===== src/rtl/m_ext_ctrl_if.sv =====
// m_ext_ctrl_if: request, m_ext operand/result and response signals of the m_ext sequencer
interface m_ext_ctrl_if;
  logic ip_req_valid;
  logic op_req_ready;
  logic [31:0] ip_rs1;
  logic [31:0] ip_rs2;
  logic [2:0] ip_funct_3;
  logic [4:0] ip_rd;
  logic ip_flush;
  logic [31:0] op_m_rs1;
  logic [31:0] op_m_rs2;
  logic [2:0] op_m_funct_3;
  logic [31:0] ip_m_result;
  logic ip_m_overflow;
  logic op_rsp_valid;
  logic ip_rsp_ready;
  logic [31:0] op_rsp_result;
  logic op_rsp_overflow;
  logic [4:0] op_rsp_rd;
  logic op_busy;
  modport master (
    output ip_req_valid, ip_rs1, ip_rs2, ip_funct_3, ip_rd, ip_flush, ip_m_result, ip_m_overflow, ip_rsp_ready,
    input op_req_ready, op_m_rs1, op_m_rs2, op_m_funct_3, op_rsp_valid, op_rsp_result, op_rsp_overflow, op_rsp_rd, op_busy
  );
  modport slave (
    input ip_req_valid, ip_rs1, ip_rs2, ip_funct_3, ip_rd, ip_flush, ip_m_result, ip_m_overflow, ip_rsp_ready,
    output op_req_ready, op_m_rs1, op_m_rs2, op_m_funct_3, op_rsp_valid, op_rsp_result, op_rsp_overflow, op_rsp_rd, op_busy
  );
endinterface


===== src/rtl/m_ext_ctrl.sv =====
// m_ext_ctrl: holds operands on m_ext for LATENCY cycles, fast-paths divide corner cases, returns a tagged response
module m_ext_ctrl #(
  parameter int LATENCY = 4
) (
  input logic ip_clk,
  input logic ip_rst,
  m_ext_ctrl_if.slave bus
);
  typedef enum logic [1:0] {IDLE, EXEC, DONE} state_t;
  state_t state, state_nx;
  logic [3:0] cnt;
  logic [31:0] rs1, rs2, result, fast_result;
  logic [2:0] funct_3;
  logic [4:0] rd;
  logic overflow, accept, by_zero, fast;
  always_comb begin
    by_zero = bus.ip_rs2 == '0;
    fast = bus.ip_funct_3[2] & (by_zero | (~bus.ip_funct_3[0] & bus.ip_rs1 == 32'h8000_0000 & bus.ip_rs2 == '1));
    fast_result = by_zero ? (bus.ip_funct_3[1] ? bus.ip_rs1 : '1) : (bus.ip_funct_3[1] ? '0 : 32'h8000_0000);
    bus.op_req_ready = ~bus.ip_flush & (state == IDLE | (state == DONE & bus.ip_rsp_ready));
    accept = bus.ip_req_valid & bus.op_req_ready;
    state_nx = bus.ip_flush ? IDLE
             : accept ? (fast ? DONE : EXEC)
             : (state == EXEC & cnt == '0) ? DONE
             : (state == DONE & bus.ip_rsp_ready) ? IDLE
             : state;
  end
  always_ff @(posedge ip_clk) begin
    if (ip_rst) begin
      state <= IDLE;
      cnt <= '0;
      rs1 <= '0;
      rs2 <= '0;
      funct_3 <= '0;
      rd <= '0;
      result <= '0;
      overflow <= 1'b0;
    end else begin
      state <= state_nx;
      if (accept) begin
        rs1 <= bus.ip_rs1;
        rs2 <= bus.ip_rs2;
        funct_3 <= bus.ip_funct_3;
        rd <= bus.ip_rd;
        cnt <= 4'(LATENCY - 1);
        if (fast) begin
          result <= fast_result;
          overflow <= ~by_zero;
        end
      end else if (state == EXEC) begin
        cnt <= cnt - 1'b1;
        if (cnt == '0) begin
          result <= bus.ip_m_result;
          overflow <= bus.ip_m_overflow;
        end
      end
    end
  end
  assign bus.op_m_rs1 = rs1;
  assign bus.op_m_rs2 = rs2;
  assign bus.op_m_funct_3 = funct_3;
  assign bus.op_rsp_valid = state == DONE;
  assign bus.op_rsp_result = result;
  assign bus.op_rsp_overflow = overflow;
  assign bus.op_rsp_rd = rd;
  assign bus.op_busy = state != IDLE;
endmodule


===== src/flat_wrapper.sv =====
// flat-port wrapper written by rule: the top's interface ports become plain ports
module m_ext_ctrl_flat 
#(
  parameter int LATENCY = 4
)
  (ip_clk, ip_rst, bus_ip_req_valid, bus_ip_rs1, bus_ip_rs2, bus_ip_funct_3, bus_ip_rd, bus_ip_flush, bus_ip_m_result, bus_ip_m_overflow, bus_ip_rsp_ready, bus_op_req_ready, bus_op_m_rs1, bus_op_m_rs2, bus_op_m_funct_3, bus_op_rsp_valid, bus_op_rsp_result, bus_op_rsp_overflow, bus_op_rsp_rd, bus_op_busy);
  m_ext_ctrl_if bus_i ();
  input logic ip_clk;
  input logic ip_rst;
  input wire logic [$bits(bus_i.ip_req_valid)-1:0] bus_ip_req_valid;
  input wire logic [$bits(bus_i.ip_rs1)-1:0] bus_ip_rs1;
  input wire logic [$bits(bus_i.ip_rs2)-1:0] bus_ip_rs2;
  input wire logic [$bits(bus_i.ip_funct_3)-1:0] bus_ip_funct_3;
  input wire logic [$bits(bus_i.ip_rd)-1:0] bus_ip_rd;
  input wire logic [$bits(bus_i.ip_flush)-1:0] bus_ip_flush;
  input wire logic [$bits(bus_i.ip_m_result)-1:0] bus_ip_m_result;
  input wire logic [$bits(bus_i.ip_m_overflow)-1:0] bus_ip_m_overflow;
  input wire logic [$bits(bus_i.ip_rsp_ready)-1:0] bus_ip_rsp_ready;
  output wire logic [$bits(bus_i.op_req_ready)-1:0] bus_op_req_ready;
  output wire logic [$bits(bus_i.op_m_rs1)-1:0] bus_op_m_rs1;
  output wire logic [$bits(bus_i.op_m_rs2)-1:0] bus_op_m_rs2;
  output wire logic [$bits(bus_i.op_m_funct_3)-1:0] bus_op_m_funct_3;
  output wire logic [$bits(bus_i.op_rsp_valid)-1:0] bus_op_rsp_valid;
  output wire logic [$bits(bus_i.op_rsp_result)-1:0] bus_op_rsp_result;
  output wire logic [$bits(bus_i.op_rsp_overflow)-1:0] bus_op_rsp_overflow;
  output wire logic [$bits(bus_i.op_rsp_rd)-1:0] bus_op_rsp_rd;
  output wire logic [$bits(bus_i.op_busy)-1:0] bus_op_busy;
  assign bus_i.ip_req_valid = bus_ip_req_valid;
  assign bus_i.ip_rs1 = bus_ip_rs1;
  assign bus_i.ip_rs2 = bus_ip_rs2;
  assign bus_i.ip_funct_3 = bus_ip_funct_3;
  assign bus_i.ip_rd = bus_ip_rd;
  assign bus_i.ip_flush = bus_ip_flush;
  assign bus_i.ip_m_result = bus_ip_m_result;
  assign bus_i.ip_m_overflow = bus_ip_m_overflow;
  assign bus_i.ip_rsp_ready = bus_ip_rsp_ready;
  assign bus_op_req_ready = bus_i.op_req_ready;
  assign bus_op_m_rs1 = bus_i.op_m_rs1;
  assign bus_op_m_rs2 = bus_i.op_m_rs2;
  assign bus_op_m_funct_3 = bus_i.op_m_funct_3;
  assign bus_op_rsp_valid = bus_i.op_rsp_valid;
  assign bus_op_rsp_result = bus_i.op_rsp_result;
  assign bus_op_rsp_overflow = bus_i.op_rsp_overflow;
  assign bus_op_rsp_rd = bus_i.op_rsp_rd;
  assign bus_op_busy = bus_i.op_busy;
  m_ext_ctrl #(.LATENCY(LATENCY)) u_core (.ip_clk(ip_clk), .ip_rst(ip_rst), .bus(bus_i));
endmodule

===== config.mk =====
export PLATFORM = sky130hd
export DESIGN_NAME = m_ext_ctrl_flat
export DESIGN_NICKNAME = d
export VERILOG_FILES = /design/src/rtl/m_ext_ctrl_if.sv /design/src/rtl/m_ext_ctrl.sv /design/src/flat_wrapper.sv
export SDC_FILE = /design/constraint.sdc
export NUM_CORES = 1
export LEC_CHECK = 0
export BUFFER_PORTS_ARGS = -buffer_cell sky130_fd_sc_hd__clkbuf_2
export CORE_UTILIZATION = 27
export CTS_CLUSTER_DIAMETER = 100
export DETAILED_ROUTE_END_ITERATION = 10
export GPL_TIMING_DRIVEN = 0
export SYNTH_ARGS = -nofsm -noshare
export SYNTH_HDL_FRONTEND = slang
export SYNTH_SLANG_ARGS = --single-unit

===== constraint.sdc =====
create_clock -name ip_clk -period 2.08 [get_ports ip_clk]
set_input_delay 0.312 -clock ip_clk [delete_from_list [all_inputs] [get_ports ip_clk]]
set_output_delay 0.312 -clock ip_clk [all_outputs]
set_load 0.02 [all_outputs]

* Yosys cells after proc, flatten, opt, wreduce, memory -nomap -nowiden *
Cells that the tools add are included.

storage, ports and cells
  logic and storage cells = 54
  input bits = 110
  RAM bits = 0
  bits in latches = 0
  bits in read-only memories = 0
  memories = 0
  register bits after elaboration = 111
  output and inout port bits = 108

operators by class
  shift operators = 0
  div/mod/pow operators = 0
  multipliers = 0
  mux-type cells = 17
  reductions and logical operators = 10
  bitwise gates (word level) = 12
  equality and inequality tests = 5
  $add $sub $neg = 1
  $lt $le $gt $ge = 0

operators with widths
  operator                                             count
  two-way mux 32 bit                                   7
  equality test 32 bit, second input constant          2
  zero test 32 bit                                     1
  two-way mux 2 bit                                    6
  AND 1 bit                                            7
  nonzero test 2 bit                                   3
  zero test 4 bit                                      1
  two-way mux 1 bit                                    4
  OR reduction 2 bit                                   2
  subtractor 4 x 1 -> 4 bit, second input constant     1
  inverter 1 bit                                       3
  AND reduction 3 bit                                  1
  nonzero test 3 bit                                   1
  equality test 2 x 1 -> 1 bit, second input constant  1
  equality test 2 bit, second input constant           1
  zero test 2 bit                                      1
  != test 2 bit, second input constant                 1
  bitwise OR 1 bit                                     2

* Logic depth before layout (Yosys ltp) *
  depth after elaboration = 7
  gate-level depth with buffers = 7
  gate-level depth less buffers = 6

* Worst setup path after synthesis *
Ideal clock, no wire load.

  kind = input to register
  start = in bus_ip_rs2[22]
  end = reg u_core.result[0] (netlist: u_core.bus.op_rsp_result[0])
  stages on the path = 6
  required time = 1963 ps
  path slack = 214 ps
  path buffers = 1
  arrival = 1749 ps
  setup time = 117 ps
  cell sequence = nand4_1 -> or4_4 -> nor4_4 -> a221oi_2 -> buf_6 -> a22o_1

between the ends
  longest elaborated chain between the ends = 6
  elaborated cells between the ends (all ways) = 10
  classes of those cells = eq/ne: 2; mux: 3; bitwise: 3; reduce/logical: 2

RTL lines
  item                           RTL line            source
  from (decl)                    flat_wrapper.sv:12  input wire logic [$bits(bus_i.ip_rs2)-1:0] bus_ip_rs2;
  equality test 32 bit           m_ext_ctrl.sv:18    fast = bus.ip_funct_3[2] & (by_zero | (~bus.ip_funct_3[0] & bus.ip_rs1 == 32'h8000_0000 & bus.ip_rs2 == '1));
  AND 1 bit                      m_ext_ctrl.sv:18
  bitwise OR 1 bit               m_ext_ctrl.sv:18
  AND 1 bit                      m_ext_ctrl.sv:18
  != test 2 bit (no line)        n/a
  AND reduction 3 bit (no line)  n/a
  to (signal assigned)           m_ext_ctrl.sv:47    result <= fast_result;
  to (signal assigned)           m_ext_ctrl.sv:53    result <= bus.ip_m_result;
  to (decl)                      m_ext_ctrl.sv:12    logic [31:0] rs1, rs2, result, fast_result;

Parallel ways exist; a longest one is shown, timed or not. The select of a mux whose other input is x is not followed.
A chain may end at the register's enable or synchronous reset.

* Worst setup path in the final report *
  start = reg u_core.state[0]
  end = reg u_core.result[23] (netlist: u_core.bus.op_rsp_result[23])

between the ends
  longest elaborated chain between the ends = 7
  elaborated cells between the ends (all ways) = 12
  classes of those cells = eq/ne: 3; mux: 1; bitwise: 4; reduce/logical: 4

RTL lines
  item                                                                  RTL line          source
  from (decl)                                                           m_ext_ctrl.sv:10  state_t state, state_nx;
  from (signal assigned)                                                m_ext_ctrl.sv:39  state <= state_nx;
  equality test 2 bit                                                   m_ext_ctrl.sv:20  bus.op_req_ready = ~bus.ip_flush & (state == IDLE | (state == DONE & bus.ip_rsp_ready));
  AND 1 bit                                                             m_ext_ctrl.sv:20
  bitwise OR 1 bit                                                      m_ext_ctrl.sv:20
  AND 1 bit                                                             m_ext_ctrl.sv:20
  AND 1 bit                                                             m_ext_ctrl.sv:21  accept = bus.ip_req_valid & bus.op_req_ready;
  != test 2 bit (no line) / nonzero test 2 bit (equally long branches)  n/a
  AND reduction 3 bit (no line)                                         n/a

Parallel ways exist; a longest one is shown, timed or not.

==> flow_summary.json <==
{
  "grt_overflow": 0,
  "vias_per_cell": 4.70,
  "grt_max_degree": 18,
  "cts_buffers": 9,
  "rsz0062_at_grt": "yes",
  "skew_ns": 0.00726,
  "start_util_pct": 27.7,
  "cts_buffer_depth": 2,
  "cp-start-kind": "flip-flop",
  "grt.total_usage_pct": 18.6,
  "final_util_pct": 37.8,
  "setup.worst_path.end_class": "flip-flop",
  "ant_nets": 0,
  "hold-path-endpoint": "u_core.state[1]$_SDFFE_PP0P_",
  "cts-htree-levels": 3,
  "numClockSinks": 111,
  "grt_pass1_wl_mm": 25.7,
  "syn_avg_cell_area_um2": 8.22,
  "cp_num_buf_inv": 2,
  "drt-initial-drc-count": 181,
  "path_depth": 7,
  "diodes": 0,
  "relSlewSlack_pct": 63.0,
  "clk_latency_ns": 0.36,
  "fp.dieArea_um2": 18300,
  "timing.hold.ws_ns": 0.154,
  "antenna_found_initial": 0,
  "synth_common_cells": "181 x nand2_1, 111 x dfxtp_1, 77 x a21oi_1, 31 x clkbuf_1",
  "postCtsHoldBufs": 0,
  "drt-total-wl_mm": 17.0,
  "r2r_slack_ns": 0.13,
  "path_class": "flip-flop to flip-flop",
  "crit_path_cell_trace": "nor2_1 > nand4_1 > a211oi_2 > a221oi_2 > buf_4 > buf_6 > a22o_1",
  "grt_pass1_vias": 4666,
  "outcome": "finished clean",
  "wl_per_cell_um": 16.3,
  "die_w_um": 135,
  "fin_nets": 924,
  "hold_viol_final": 0,
  "arrival_ns": 2.20,
  "synthArstFlopShare_pct": 0,
  "period_share_pct": 93.8,
  "ys_types": 46,
  "synth-seq-cells": 111,
  "worstMarginPinSlew_ns": 0.555,
  "io_buffers": 217,
  "ys_seq_area_share_pct": 46.4,
  "min-delay-start": "bus_ip_flush",
  "p_per_area_nw_per_um2": 762,
  "drive_gt1_share_pct": 34.6,
  "whs_path_depth": 2,
  "setup_viol_count_final": 0,
  "drc_errors": 0,
  "fmax_mhz": 513,
  "p_total_w": 0.00498,
  "synthCells": 582,
  "cap_violations": 0,
  "hp-class": "input pin to flip-flop",
  "required_ns": 2.33,
  "vdd_drop_max_mv": 0.433,
  "synth_edf_count": 0,
  "fp-row-count": 48,
  "path_clk_slew_ns": 0.07,
  "vias": 4905,
  "cpPeakStageDelay_ns": 0.37,
  "p_leak_nw": 2.92,
  "ioPinCount": 218,
  "fp.dieH_um": 135,
  "mappedNetlistNets": 693,
  "crit_family": "compound AO/OA/AOI/OAI gates",
  "synthFlopType": "dfxtp_1",
  "crit_slowest_cell": "a211oi_2",
  "finalMaxSlewViolations": 0,
  "cts_tree": "built",
  "dp_hpwl_mm": 13.2,
  "cts_root_buf": "clkbuf_16",
  "syn_area_um2": 4790,
  "cp_max_fo": 10,
  "synth_most_common_cell": "nand2_1",
  "fillers": 1897,
  "fin_setup_tns_ns": 0,
  "synth_area_leaders": "dfxtp_1 46%, nand2_1 14%, a21oi_1 8.1%, a22o_1 5.5%, o31ai_1 4.7%",
  "fin_crit_ns": 1.95,
  "yosysTopAreaCellShare_pct": 46.4,
  "syn2layout_area_growth_pct": 36.5,
  "reg2reg_from": "u_core.state[0]$_SDFFE_PP0P_",
  "gp_congestion": 0.797,
  "core_area_um2": 17300,
  "synth_top_cell_by_area": "dfxtp_1",
  "drt_pass1_iterations": 4,
  "rr_endpoint": "u_core.bus.op_rsp_result[23]$_SDFFE_PP0P_",
  "rr_worst_depth": 7,
  "ys_warn_count": 0
}
[stage by stage]
step                      cell area [µm²]  worst slack [ns]  cells
final                                6530             0.129   1043
after CTS                            6490            0.0123   1040
after detailed placement             6150            -0.377   1024
after global routing                 6530           -0.0102   1043
after global placement               6150            -0.371   1024
after floorplan                      4790             0.214    582
[cells by family after synthesis]
logic type	count (synthesis)	share of synthesized area (%)
AO/OA/AOI/OAI	149	20.3
XOR/XNOR	3	0.549
adder cells (fa/ha/maj)	1	0.261
buffers and inverters	50	5.44
flip-flops	111	46.4
multiplexers	2	0.471
AND/OR/NAND/NOR	266	26.5
[flip-flops by register name, indices dropped and copies added, names as in the netlist]
register                    cells
u_core.bus.op_m_rs2            32
u_core.cnt                      4
u_core.bus.op_rsp_rd            5
u_core.bus.op_rsp_result       32
u_core.bus.op_m_funct_3         3
u_core.bus.op_m_rs1            32
u_core.bus.op_rsp_overflow      1
u_core.state                    2
[power by group]
group	total (W)	internal [W]	switching [W]
logic	0.000810	0.000304	0.000505
registers	0.00228	0.00223	0.0000558
clock network	0.00189	0.00106	0.000827
[cell type report]
cell class	instances	area, µm²	area share, %
inverter	5	18.8	0.287
clock buffer	11	233	3.56
multi-input combinational	421	2330	35.7
buffer	45	251	3.85
timing repair buffer	220	1110	17.0
clock inverter	5	82.6	1.26
sequential	111	2220	34.0
tap	225	282	4.31
[cells in the final DEF, fill, tap and decap left out, types with 3 or more instances in the layout]
cell type	instances
and2b_2	16
nor2_1	6
clkbuf_2	225
nor4_1	11
nand2_1	181
nand3_1	3
clkbuf_8	3
clkbuf_1	27
buf_6	3
a22o_1	30
buf_4	4
a21oi_1	76
inv_1	5
clkbuf_16	9
dfxtp_1	111
nor2b_1	14
o31ai_1	30
nand4_1	11
nor4_2	3
and2b_1	5
nor3_1	3
[worst max path at each step]
stage	from	to
floorplan	bus_ip_rs2[22]	u_core.bus.op_rsp_result[0]$_SDFFE_PP0P_
global placement	bus_ip_rs1[21]	u_core.bus.op_rsp_result[27]$_SDFFE_PP0P_
detailed placement	bus_ip_rs1[21]	u_core.bus.op_rsp_result[23]$_SDFFE_PP0P_
CTS	u_core.state[0]$_SDFFE_PP0P_	u_core.bus.op_rsp_result[29]$_SDFFE_PP0P_
global route	u_core.state[1]$_SDFFE_PP0P_	u_core.bus.op_rsp_result[27]$_SDFFE_PP0P_
finish	u_core.state[0]$_SDFFE_PP0P_	u_core.bus.op_rsp_result[23]$_SDFFE_PP0P_
[metal layers]
layer | wire, µm | track usage (%) | vias to the layer above
li1 | - | - | 2476
met1 | 7610 | 23.2 | 2252
met2 | 7960 | 30.6 | 163
met3 | 1280 | 6.02 | 14
met4 | 199 | 4.93 | 0
met5 | 0 | 0 | -
[repair_timing]
item                                    in CTS  in global routing
gates resized for setup                      7                 13
hold endpoints to repair                     0                  0
pin swaps                                    0                  3
setup buffers                                0                  3
endpoints found under the setup margin      82                 41
No activity file was read; power rests on OpenSTA's default activity.
